`src/rtl/display_scanner_if.sv`:
```
// rtl/display_scanner_if.sv - display scanner host/display bundle with master and slave views
interface display_scanner_if;
    logic [31:0] value;
    logic        load;
    logic [7:0]  dp_in;
    logic        blank_lz;
    logic [7:0]  digit_en;
    logic [3:0]  nibble;
    logic [7:0]  an;
    logic        dp;
    logic        upd_ack;
    logic        frame_tick;

    modport master (
        output value, load, dp_in, blank_lz, digit_en,
        input  nibble, an, dp, upd_ack, frame_tick
    );

    modport slave (
        input  value, load, dp_in, blank_lz, digit_en,
        output nibble, an, dp, upd_ack, frame_tick
    );
endinterface

```
`src/rtl/display_scanner.sv`:
```
// rtl/display_scanner.sv - 8-digit multiplexed 7-segment scanner with tear-free image updates
module display_scanner #(
    parameter int REFRESH_DIV = 100000,
    parameter int GUARD       = 2
) (
    input logic               clk,
    input logic               rst_n,
    display_scanner_if.slave  bus
);
    localparam int CW = (REFRESH_DIV > 1) ? $clog2(REFRESH_DIV) : 1;

    logic [CW-1:0] cnt_q, cnt_d;
    logic [2:0]    idx_q, idx_d;

    logic [31:0]   pend_val_q;
    logic [7:0]    pend_dp_q;
    logic          pend_blz_q;
    logic          pend_valid_q;

    logic [31:0]   img_val_q;
    logic [7:0]    img_dp_q;
    logic          img_blz_q;

    logic [7:0]    an_q, an_d;
    logic [3:0]    nibble_q, nibble_d;
    logic          dp_q, dp_d;
    logic          upd_ack_q, upd_ack_d;
    logic          frame_tick_q, frame_tick_d;

    logic          wrap_slot;
    logic          wrap_frame;
    logic          lit;
    logic [7:0]    zero_from;
    logic [7:0]    lz_blank;

    // Leading-zero mask: digit k blanks when it and every digit above it are zero
    always_comb begin
        zero_from    = '0;
        lz_blank     = '0;
        zero_from[7] = (img_val_q[31:28] == 4'h0);
        for (int k = 6; k >= 0; k--) begin
            zero_from[k] = zero_from[k+1] && (img_val_q[4*k +: 4] == 4'h0);
        end
        for (int k = 1; k < 8; k++) begin
            lz_blank[k] = img_blz_q && zero_from[k];
        end
    end

    // Prescaler/index next state and the next values of the registered outputs
    always_comb begin
        wrap_slot    = (cnt_q == CW'(REFRESH_DIV - 1));
        wrap_frame   = wrap_slot && (idx_q == 3'd7);
        cnt_d        = wrap_slot ? '0 : cnt_q + 1'b1;
        idx_d        = wrap_slot ? idx_q + 3'd1 : idx_q;
        lit          = (cnt_q >= CW'(GUARD)) && bus.digit_en[idx_q] && !lz_blank[idx_q];
        an_d         = lit ? ~(8'h01 << idx_q) : 8'hFF;
        nibble_d     = img_val_q[4*idx_q +: 4];
        dp_d         = lit ? ~img_dp_q[idx_q] : 1'b1;
        upd_ack_d    = wrap_frame && pend_valid_q;
        frame_tick_d = wrap_frame;
    end

    // Scan state, pending buffer, display image and output registers
    always_ff @(posedge clk or negedge rst_n) begin
        if (!rst_n) begin
            cnt_q        <= '0;
            idx_q        <= '0;
            pend_val_q   <= '0;
            pend_dp_q    <= '0;
            pend_blz_q   <= 1'b0;
            pend_valid_q <= 1'b0;
            img_val_q    <= '0;
            img_dp_q     <= '0;
            img_blz_q    <= 1'b0;
            an_q         <= 8'hFF;
            nibble_q     <= 4'h0;
            dp_q         <= 1'b1;
            upd_ack_q    <= 1'b0;
            frame_tick_q <= 1'b0;
        end else begin
            cnt_q        <= cnt_d;
            idx_q        <= idx_d;
            an_q         <= an_d;
            nibble_q     <= nibble_d;
            dp_q         <= dp_d;
            upd_ack_q    <= upd_ack_d;
            frame_tick_q <= frame_tick_d;
            // A load on the wrap cycle refills pending after the old one moves to the image
            if (bus.load) begin
                pend_val_q   <= bus.value;
                pend_dp_q    <= bus.dp_in;
                pend_blz_q   <= bus.blank_lz;
                pend_valid_q <= 1'b1;
            end else if (wrap_frame) begin
                pend_valid_q <= 1'b0;
            end
            if (wrap_frame && pend_valid_q) begin
                img_val_q <= pend_val_q;
                img_dp_q  <= pend_dp_q;
                img_blz_q <= pend_blz_q;
            end
        end
    end

    assign bus.an         = an_q;
    assign bus.nibble     = nibble_q;
    assign bus.dp         = dp_q;
    assign bus.upd_ack    = upd_ack_q;
    assign bus.frame_tick = frame_tick_q;
endmodule

```
`src/flat_wrapper.sv`:
```
// flat-port wrapper written by rule: the top's interface ports become plain ports
module display_scanner_flat 
#(
    parameter int REFRESH_DIV = 100000,
    parameter int GUARD       = 2
)
  (clk, rst_n, bus_value, bus_load, bus_dp_in, bus_blank_lz, bus_digit_en, bus_nibble, bus_an, bus_dp, bus_upd_ack, bus_frame_tick);
  display_scanner_if bus_i ();
  input logic clk;
  input logic rst_n;
  input wire logic [$bits(bus_i.value)-1:0] bus_value;
  input wire logic [$bits(bus_i.load)-1:0] bus_load;
  input wire logic [$bits(bus_i.dp_in)-1:0] bus_dp_in;
  input wire logic [$bits(bus_i.blank_lz)-1:0] bus_blank_lz;
  input wire logic [$bits(bus_i.digit_en)-1:0] bus_digit_en;
  output wire logic [$bits(bus_i.nibble)-1:0] bus_nibble;
  output wire logic [$bits(bus_i.an)-1:0] bus_an;
  output wire logic [$bits(bus_i.dp)-1:0] bus_dp;
  output wire logic [$bits(bus_i.upd_ack)-1:0] bus_upd_ack;
  output wire logic [$bits(bus_i.frame_tick)-1:0] bus_frame_tick;
  assign bus_i.value = bus_value;
  assign bus_i.load = bus_load;
  assign bus_i.dp_in = bus_dp_in;
  assign bus_i.blank_lz = bus_blank_lz;
  assign bus_i.digit_en = bus_digit_en;
  assign bus_nibble = bus_i.nibble;
  assign bus_an = bus_i.an;
  assign bus_dp = bus_i.dp;
  assign bus_upd_ack = bus_i.upd_ack;
  assign bus_frame_tick = bus_i.frame_tick;
  display_scanner #(.REFRESH_DIV(REFRESH_DIV), .GUARD(GUARD)) u_core (.clk(clk), .rst_n(rst_n), .bus(bus_i));
endmodule
```
`config.mk`:
```
export PLATFORM = sky130hd
export DESIGN_NAME = display_scanner_flat
export DESIGN_NICKNAME = d
export VERILOG_FILES = /design/src/rtl/display_scanner_if.sv /design/src/rtl/display_scanner.sv /design/src/flat_wrapper.sv
export SDC_FILE = /design/constraint.sdc
export NUM_CORES = 1
export LEC_CHECK = 0
export CAP_MARGIN = 10
export CORE_MARGIN = 5
export CORE_UTILIZATION = 30
export CTS_BUF_LIST = sky130_fd_sc_hd__clkbuf_8 sky130_fd_sc_hd__clkbuf_16
export DETAILED_ROUTE_END_ITERATION = 16
export GPL_TIMING_DRIVEN = 0
export SKIP_LAST_GASP = 1
export SYNTH_ARGS = -nofsm -noshare
export SYNTH_HDL_FRONTEND = slang
export SYNTH_SLANG_ARGS = --single-unit
```
`constraint.sdc`:
```
create_clock -name clk -period 2.8 [get_ports clk]
set_clock_uncertainty 0.15 [all_clocks]
set_input_delay 0.56 -clock clk [delete_from_list [all_inputs] [get_ports clk]]
set_output_delay 0.56 -clock clk [all_outputs]
set_load 0.005 [all_outputs]
```
* After elaboration in Yosys (flattened, before gate mapping)
Cells that the tools add are included.
W data, S select, Z words.
** Word-level totals
- Register bits :: 118
- Bits of input ports :: 52
- Output and inout bits :: 15
- Logic and storage cells :: 61
** Operators by class
- Add/subtract/negate cells :: 2
- Magnitude comparators :: 2
- Equal/unequal tests :: 2
- Shift operators :: 2
- Muxes and demuxes :: 11
- Bitwise gates (word level) :: 2
- Reduce and logical (&&, ||, !) cells :: 26
** Operators with widths (number)
- $shiftx A32 B6 Y4 :: 1
- $logic_not A4 Y1 :: 7
- $add A17 B1 Y17 const B :: 1
- $eq A17 B17 Y1 const B :: 1
- $ge A17 B2 Y1 const B :: 1
- $logic_and A1 B1 Y1 :: 17
- $mux W17 :: 1
- $bmux W1 S3 :: 3
- $mux W8 :: 1
- $not A8 Y8 :: 1
- $shl A1 B3 Y8 const A :: 1
- $mux W1 :: 6
- $lt A3 B4 Y1 const B :: 1
- $add A3 B1 Y3 const B :: 1
- $eq A3 B3 Y1 const B :: 1
- $reduce_bool A2 Y1 :: 1
- $logic_not A1 Y1 :: 1
- $not A1 Y1 :: 1

* Logic depth before layout (Yosys ltp)
Gate-level depths: netlist of run 1.
- Word-level depth :: 13
- Mapped depth :: 8

* Worst setup path after synthesis of run 1
No wires, ideal clock.
- Path kind :: register to register
- From :: register u_core.cnt_q[1]
- To :: register u_core.img_blz_q
- Library setup time :: 125 ps
- Arrival :: 1934 ps
- Data required time :: 2525 ps
- Slack :: 591 ps
- Stages on the path, launching flop included :: 9
- Period minus slack after synthesis :: 2209 ps
- Cells stage by stage :: dfrtp_1 > ha_1 > and4_1 > nand2_2 > nor3_4 > and3_4 > buf_8 > buf_12 > mux2_4
** On the way
- Longest elaborated chain between the ends :: 3
** Ends and longest elaborated chain
- start, declared :: RTL line display_scanner.sv:12 : logic [CW-1:0] cnt_q, cnt_d;
- start signal, assigned :: RTL line display_scanner.sv:81 : cnt_q <= cnt_d;
- $eq A17 B17 Y1 :: RTL line display_scanner.sv:51 : wrap_slot = (cnt_q == CW'(REFRESH_DIV - 1));
- $logic_and A1 B1 Y1 :: RTL line display_scanner.sv:52 : wrap_frame = wrap_slot && (idx_q == 3'd7);
- $logic_and A1 B1 Y1 :: RTL line display_scanner.sv:97 : if (wrap_frame && pend_valid_q) begin
- end signal, assigned :: RTL line display_scanner.sv:100 : img_blz_q <= pend_blz_q;
- end, declared :: RTL line display_scanner.sv:22 : logic img_blz_q;
No other way between the ends.
A chain may end at the register's enable or synchronous reset.

* Final worst setup path of run 1
- From :: register u_core.cnt_q[1]
- To :: register u_core.img_val_q[10]
** On the way
- Longest elaborated chain between the ends :: 3
** Ends and longest elaborated chain
- $eq A17 B17 Y1 :: RTL line display_scanner.sv:51
- $logic_and A1 B1 Y1 :: RTL line display_scanner.sv:52
- $logic_and A1 B1 Y1 :: RTL line display_scanner.sv:97
- end signal, assigned :: RTL line display_scanner.sv:98 : img_val_q <= pend_val_q;
- end, declared :: RTL line display_scanner.sv:20 : logic [31:0] img_val_q;
No other way between the ends.

==> impl_metrics.ini, run 1 <==
[logic_synthesis]
synth-compound-area-share_pct = 1.32
synth_area_sq_mm = 0.00520
avgSynthCellArea_sq_um = 14.7
synth_top_family_by_area = multiplexers
syn_nets = 414
ys_ff_latch = 118
synth_mux_area_share_pct = 26.0
netlist_instances = 354
synth_fa_ha_area_share_pct = 1.92
yosysSeqAreaShare_pct = 57.0
synth_xor_area_share_pct = 2.69
yosys.area_share.simple_pct = 8.03
synth_cell_types = 35
yosys_warnings = 0

[outcome]
status = finished clean

[clock_tree]
ctsResizeCount = 0
numCtsBuffers = 17
cts_buffer_depth = 2
clockRootBuffer = clkbuf_16
insertion_delay_ns = 0.42
clk_pin_slew_worst_paths_ns = 0.05
clock-sinks = 118
cts_tree = yes
h-tree-depth = 4

[sta]
fmax_mhz = 407
worst_slew_pin_slew_ns = 0.647
finalSetupTns_ns = 0
relSlewSlack_pct = 56.9
post-route-period-util_pct = 87.7
rsz0062_at_grt = false
hold_viol = 0
period_needed_ns = 2.45
setup_violations = 0
layout_setup_ws_ns = 0.345
slew_violations = 0

[power_and_ir_drop]
power_density_mw_per_mm2 = 635
irDropWorstVdd_mv = 0.488
switching_share_pct = 19.1
p_clk_share_pct = 53.7
pwr-share-comb_pct = 4.6
internal-power_w = 0.00350
seqPwrFrac_pct = 41.8
p_sw_w = 0.000826
p_leak_nw = 3.01

[route]
vias = 3041
vias_per_cell = 4.49
drtPass1Iterations = 4
wl_per_cell_um = 15.5
ant_nets = 0
wirelength_mm = 10.5
drc_errors = 0
drt_iter0_markers = 79

[global_routing]
overflow = 0
grt_usage_pct = 11.5
grt_max_degree = 76
grt_antenna_before_repair = 0
grt_pass1_vias = 3294
grt_first_pass_wirelength_mm = 17.6

[placed_design]
io_buffers = 65
post_dp_cell_area_sq_mm = 0.00616
gp_congestion = 0.777
dp_hpwl_mm = 7.87
pre_cts_ws_ns = 0.371

[die]
start_util_pct = 30.3
die-area_sq_mm = 0.0201
ioPinCount = 67
dieWidth_um = 142
coreArea_sq_mm = 0.0172
die_y_um = 142
rows = 48

[cells_and_area]
final_cell_area_sq_mm = 0.00681
drive_gt1_share_pct = 31.9
nets = 500
final_util_pct = 39.7
antenna_cells = 0
synthToLayoutAreaGrowth_pct = 30.9

[critical_path]
path_delay_family = simple AND/OR/NAND/NOR gates
cp_slowest_cell = dfrtp_1
worstPathArrival_ns = 2.60
worstPathRequired_ns = 2.95
path_cells = ha_1, and4_1, nand2_2, nor3_4, and3_4, buf_8, buf_12, mux2_4
slowest_delay_ns = 0.41
critPathBufInv = 2
worstPathMaxFanout = 10
start_kind = flop
critical_path_class = reg2reg
crit_path_end_kind = flop

[hold_path]
hold_path_class = reg2reg

[job]
cap_violations = 0
[metrics by stage]
step,hold WS (ns),total power (W),std cells
floorplan,0.114,0.00190,354
global route,0.368,0.00449,677
finish,0.336,0.00432,677
CTS,0.341,0.00439,677
detailed placement,0.336,0.00204,645
global placement,0.326,0.00203,644
[cells in the mapped netlist]
master       n  area, sq um
ha_1         8          100
and4_1       2         17.5
a22oi_1      1         7.51
mux2_2      42          473
clkinv_1     1         3.75
clkbuf_1     8         30.0
nand3_1      7         35.0
xnor2_1      7         61.3
dfstp_2      9          236
buf_12       4         80.1
nand4b_1     1         8.76
mux4_2      12          270
buf_8        1         15.0
nand2_1     32          120
a211oi_1     2         15.0
nor2_1      18         67.6
a2111oi_0    1         8.76
nand2_2      1         6.26
buf_2        3         15.0
and2_1       1         6.26
dfrtp_1    109         2730
nand4_1      3         18.8
and3_4       1         11.3
o21ai_0      4         20.0
xor2_1       9         78.8
mux2i_1      1         10.0
mux2_4      40          601
and3_1       5         31.3
and4b_1      1         10.0
a21oi_1      2         10.0
inv_1        4         15.0
nor4_1       7         43.8
a21o_1       1         7.51
nor3_1       5         25.0
nor3_4       1         16.3
[cell type report]
cell class	count	area (sq um)
fillers	1624	10400
flip-flops and latches	118	2960
multi-input cells	215	2080
repair buffers	67	689
clock buffers	19	453
well taps	225	282
clock inverters	12	185
plain buffers	16	140
inverters	5	18.8
[metal layers]
metal / share of wire, % / track usage (%) / up-vias
met5: 0 / 0 / -
met4: 1.8 / 5.00 / 0
met3: 5.8 / 4.01 / 16
met2: 45 / 16.5 / 74
met1: 48 / 15.6 / 1511
li1: - / - / 1440
[timing repair]
action	CTS	global route
buffers inserted	0	0
hold endpoints to repair	34	0
hold buffers	1	0
[power groups by stage]
stage | Sequential [W] | Clock, W | Combinational (W)
final | 0.00181 | 0.00232 | 0.000198
after global routing | 0.00181 | 0.00246 | 0.000220
after CTS | 0.00181 | 0.00237 | 0.000204
after detailed placement | 0.00184 | 0 | 0.000202
after global placement | 0.00184 | 0 | 0.000191
after floorplan | 0.00182 | 0 | 0.0000779
[cell families (layout without fill, tap and decap cells)]
family | count (synthesis) | after routing
and+or+nand+nor | 85 | 85
AOI/OAI and AO/OA | 11 | 11
xor gates and xnor gates | 16 | 16
buffers and inverters | 21 | 119
DFF | 118 | 118
adders and majority gates | 8 | 8
muxes | 95 | 95
[placed cells by master, fill, tap and decap left out, drive strengths merged, types with 3 or more instances in the layout]
cell           synthesis  final
and3                   6      6
buf                    8     10
bufinv                 0      5
clkbuf                 8     27
clkdlybuf4s50          0     64
clkinv                 1      5
dfrtp                109    109
dfstp                  9      9
ha                     8      8
inv                    4      7
mux2                  82     82
mux4                  12     12
nand2                 33     33
nand3                  7      7
nand4                  3      3
nor2                  18     18
nor3                   6      6
nor4                   7      7
o21ai                  4      4
xnor2                  7      7
xor2                   9      9
[final timing paths]
path	startpoint	to	slack, ns	cells past startpoint
hold / removal	u_core.cnt_q[13]	u_core.cnt_q[13]	0.34	1
hold reg to reg	u_core.cnt_q[13]	u_core.cnt_q[13]	0.34	1
setup / recovery	u_core.cnt_q[1]	u_core.img_val_q[10]	0.35	8
min in group asynchronous	rst_n	u_core.cnt_q[13]	0.48	2
max in group asynchronous	rst_n	u_core.pend_val_q[25]	1.32	3
setup reg to reg	u_core.cnt_q[1]	u_core.img_val_q[10]	0.35	8
[registers in the layout (all words and copies together), names as in the netlist]
signal and count:
u_core.img_blz_q 1, u_core.pend_valid_q 1, u_core.bus.dp 1, u_core.bus.nibble 4, u_core.cnt_q 17, u_core.idx_q 3, u_core.bus.frame_tick 1, u_core.pend_val_q 32
u_core.img_val_q 32, u_core.bus.an 8, u_core.img_dp_q 8, u_core.bus.upd_ack 1, u_core.pend_blz_q 1, u_core.pend_dp_q 8
Power figures use the tool's default switching activity.
==> run 2, diff against run 1 <==
- GPL_TIMING_DRIVEN: 0 -> 1
==> impl_metrics.ini, run 2 (synthesis gave the netlist of run 1 again) <==
[cells_and_area]
drive_gt1_share_pct = 33.0
synthToLayoutAreaGrowth_pct = 29.0
layout_commonest_cell = dfrtp_1
antenna_cells = 0
nets = 492
n_fill_cell = 1669
layout_common_cells = dfrtp_1 (109), clkdlybuf4s50_1 (64), mux2_2 (42)
top_regs = u_core.img_val_q x32, u_core.pend_val_q x32, u_core.cnt_q x17

[sta]
setup_violations = 0
hold_viol = 0
post-route-period-util_pct = 84.0
relSlewSlack_pct = 64.1
fmax_mhz = 425
worst_slew_pin_slew_ns = 0.539
slew_violations = 0
period_needed_ns = 2.35
finalSetupTns_ns = 0
rsz0062_at_grt = false

[clock_tree]
cts_buffer_depth = 2
insertion_delay_ns = 0.41
numCtsBuffers = 17
clk_pin_slew_worst_paths_ns = 0.05
ctsResizeCount = 0
clock-sinks = 118
clockRootBuffer = clkbuf_16
cts_tree = yes
h-tree-depth = 4
postCtsHoldBufs = 1
postCtsSetupBuffers = 0

[route]
vias = 3037
wirelength_mm = 10.3
drt_iter0_markers = 138
vias_per_cell = 4.55
drtPass1Iterations = 4
drc_errors = 0
ant_nets = 0
wl_per_cell_um = 15.4

[placed_design]
dp_hpwl_mm = 7.42
gp_congestion = 0.807
io_buffers = 66

[power_and_ir_drop]
p_sw_w = 0.000828
power_density_mw_per_mm2 = 635
irDropWorstVdd_mv = 0.373
switching_share_pct = 19.4
p_clk_share_pct = 53.0
pwr-share-comb_pct = 4.6
finalPower_w = 0.00426
p_leak_nw = 2.96
seqPwrFrac_pct = 42.4
internal-power_w = 0.00343

[die]
dieWidth_um = 142
start_util_pct = 30.3
die-area_sq_mm = 0.0201
die_y_um = 142
coreArea_sq_mm = 0.0172
ioPinCount = 67
rows = 48

[critical_path]
worstPathRequired_ns = 2.94
worstPathMaxFanout = 41
cp_slowest_cell = dfrtp_1
start_kind = flop
crit_path_end_kind = flop
worstPathArrival_ns = 2.49
critical_path_class = reg2reg
path_cells = ha_1, and4_1, nand2_2, nor3_4, and3_4, buf_12, mux2_2
r2r_cells = 7
slowest_delay_ns = 0.41

[hold_path]
whs_path_depth = 1
hold_path_class = reg2reg

[global_routing]
grt_usage_pct = 11.2
overflow = 0
grt_max_degree = 60
grt_pass1_vias = 3343
grt_first_pass_wirelength_mm = 17.5
grt_antenna_before_repair = 0

[job]
cap_violations = 0

[outcome]
status = finished clean
[run 2: metal layers]
layer	track usage [%]	vias to the layer above	part of all wire, %
met3	3.51	13	4.9
met2	16.7	69	45
met5	0	-	0
met1	15.2	1538	48
li1	-	1417	-
met4	4.39	0	1.4
[run 2: power by group through the flow]
stage | clock network, W | registers [W] | logic [W]
after detailed placement | 0 | 0.00184 | 0.000199
after CTS | 0.00232 | 0.00181 | 0.000201
after global routing | 0.00239 | 0.00182 | 0.000216
after global placement | 0 | 0.00184 | 0.000193
after floorplan | 0 | 0.00182 | 0.0000779
final | 0.00226 | 0.00181 | 0.000195
[run 2: path summary, 6_finish.rpt]
check / from / to / slack, ns
max: u_core.cnt_q[1] / u_core.img_val_q[0] / 0.45
max reg2reg: u_core.cnt_q[1] / u_core.img_val_q[0] / 0.45
min: u_core.cnt_q[13] / u_core.cnt_q[13] / 0.34
min reg2reg: u_core.cnt_q[13] / u_core.cnt_q[13] / 0.34
max in group asynchronous: rst_n / u_core.img_dp_q[3] / 1.27
min in group asynchronous: rst_n / u_core.bus.upd_ack / 0.42
[run 2: layout make-up]
type	count	area (sq um)	area share, %
flip-flops and latches	118	2960	44.2
well taps	225	282	4.19
inverters	5	18.8	0.280
clock inverters	10	153	2.27
repair buffers	75	748	11.1
clock buffers	20	467	6.95
multi-input cells	215	2080	31.0
[run 2: metrics by stage]
step / instance area, sq um / hold WS [ns] / instances / util, % / setup slack, ns
floorplan: 5200 / 0.114 / 354 / - / 0.591
global placement: 6080 / 0.296 / 637 / 35.4 / 0.512
detailed placement: 6080 / 0.296 / 637 / 35.4 / 0.451
CTS: 6710 / 0.346 / 668 / 39.1 / 0.440
global route: 6710 / 0.366 / 668 / 39.1 / 0.314
finish: 6710 / 0.345 / 668 / 39.1 / 0.447
[run 2: critical path, delay by kind of cell, from the launching register on]
family                   cells  cell delay [ns]
AND/OR/NAND/NOR              4             0.78
multiplexers                 1             0.37
adder cells (fa/ha/maj)      1             0.22
buffers and inverters        1             0.28
flip-flops                   1             0.41
==> run 3, diff against run 2 <==
- clock period: 2.8 -> 2.23 ns (I/O delays scaled with it)
==> impl_metrics.ini, run 3 (synthesis gave the netlist of run 1 again) <==
[critical_path]
startpoint = u_core.cnt_q[1]
critical_path_class = reg2reg
cp_slowest_cell = dfrtp_1
path_cells = ha_1, and4_1, nand2_2, nor3_4, and3_4, buf_12, mux2_4
slowest_delay_ns = 0.35
crit_path_end_kind = flop
worstPathRequired_ns = 2.37
worstPathMaxFanout = 15
start_kind = flop
worstPathArrival_ns = 2.26
r2r_start = u_core.cnt_q[1]

[cells_and_area]
synthToLayoutAreaGrowth_pct = 31.2
top_regs = u_core.img_val_q x32, u_core.pend_val_q x32, u_core.cnt_q x17
drive_gt1_share_pct = 33.8
antenna_cells = 0
layout_commonest_cell = dfrtp_1
nets = 500
layout_common_cells = dfrtp_1 (109), clkdlybuf4s50_1 (64), mux2_2 (42)

[global_routing]
grt_antenna_before_repair = 0
grt_pass1_vias = 3253
grt_usage_pct = 11.1
grt_max_degree = 53
grt_first_pass_wirelength_mm = 17.0
overflow = 0

[clock_tree]
clockRootBuffer = clkbuf_16
h-tree-depth = 4
clk_pin_slew_worst_paths_ns = 0.05
numCtsBuffers = 17
insertion_delay_ns = 0.41
cts_buffer_depth = 2
cts_tree = yes
clock-sinks = 118

[sta]
hold_viol = 0
worst_slew_pin_slew_ns = 0.471
rsz0062_at_grt = false
setup_violations = 0
relSlewSlack_pct = 68.6
holdWs_ns = 0.349
period_needed_ns = 2.11
fmax_mhz = 473
post-route-period-util_pct = 94.7
finalSetupTns_ns = 0
slew_violations = 0

[hold_path]
worst_hold_startpoint = u_core.cnt_q[8]
hold_path_class = reg2reg

[route]
drtPass1Iterations = 4
drt_iter0_markers = 107
wl_per_cell_um = 15.4
wirelength_mm = 10.5
ant_nets = 0
drc_errors = 0
vias_per_cell = 4.47
vias = 3034

[placed_design]
io_buffers = 66
gp_congestion = 0.785
dp_hpwl_mm = 7.83

[power_and_ir_drop]
power_density_mw_per_mm2 = 786
p_leak_nw = 3.03
irDropWorstVdd_mv = 0.524

[die]
start_util_pct = 30.3
ioPinCount = 67
die-area_sq_mm = 0.0201
die_y_um = 142
rows = 48
dieWidth_um = 142
coreArea_sq_mm = 0.0172

[outcome]
status = finished clean

[job]
cap_violations = 0
## run 3: cell type report
| class | count | area, sq um |
|---|---|---|
| clock buffers | 20 | 467 |
| clock inverters | 12 | 159 |
| fillers | 1628 | 10300 |
| inverters | 5 | 18.8 |
| multi-input cells | 215 | 2080 |
| flip-flops and latches | 118 | 2960 |
| well taps | 225 | 282 |
| repair buffers | 83 | 858 |
## run 3: critical path, delay by kind of cell, from the launching register on
family / cells / cell delay [ns]
flip-flops: 1 / 0.35
adder cells (fa/ha/maj): 1 / 0.16
buffers and inverters: 1 / 0.19
multiplexers: 1 / 0.32
AND/OR/NAND/NOR: 4 / 0.83
## run 3: what timing repair did
item,in CTS,in global routing
hold buffers,1,0
hold endpoints to repair,25,0
buffers inserted,0,0
gates resized for setup,0,0
## run 3: path summary, 6_finish.rpt
path | endpoint | slack [ns] | cells past startpoint
max | u_core.img_val_q[27] | 0.12 | 7
min | u_core.cnt_q[8] | 0.35 | 1
max reg2reg | u_core.img_val_q[27] | 0.12 | 7
min reg2reg | u_core.cnt_q[8] | 0.35 | 1
max in group asynchronous | u_core.pend_dp_q[5] | 0.90 | 3
min in group asynchronous | u_core.cnt_q[13] | 0.38 | 2
## run 3: power breakdown
| group | internal [W] | switching [W] |
|---|---|---|
| Clock | 0.00193 | 0.000915 |
| Sequential | 0.00222 | 0.0000489 |
| Combinational | 0.000161 | 0.0000889 |
## run 3: layer usage
metal	vias up	global-route usage, %	part of all wire, %	wire length [um]
met2	69	16.0	45	4660
met5	-	0	0	0
met3	16	4.04	5.6	586
met4	0	4.90	1.7	179
met1	1519	14.8	48	5040
li1	1430	-	-	-
## run 3: per-stage QoR
stage          power [W]  worst slack (ns)  util, %  instances  cell area, sq um
2_1_floorplan    0.00238            0.0214        -        354              5200
3_3_place_gp     0.00256             0.148     36.1        645              6190
3_5_place_dp     0.00256             0.122     36.1        645              6190
4_1_cts          0.00543             0.106     39.8        678              6830
5_1_grt          0.00556            0.0157     39.8        678              6830
6_report         0.00537             0.117     39.8        678              6830
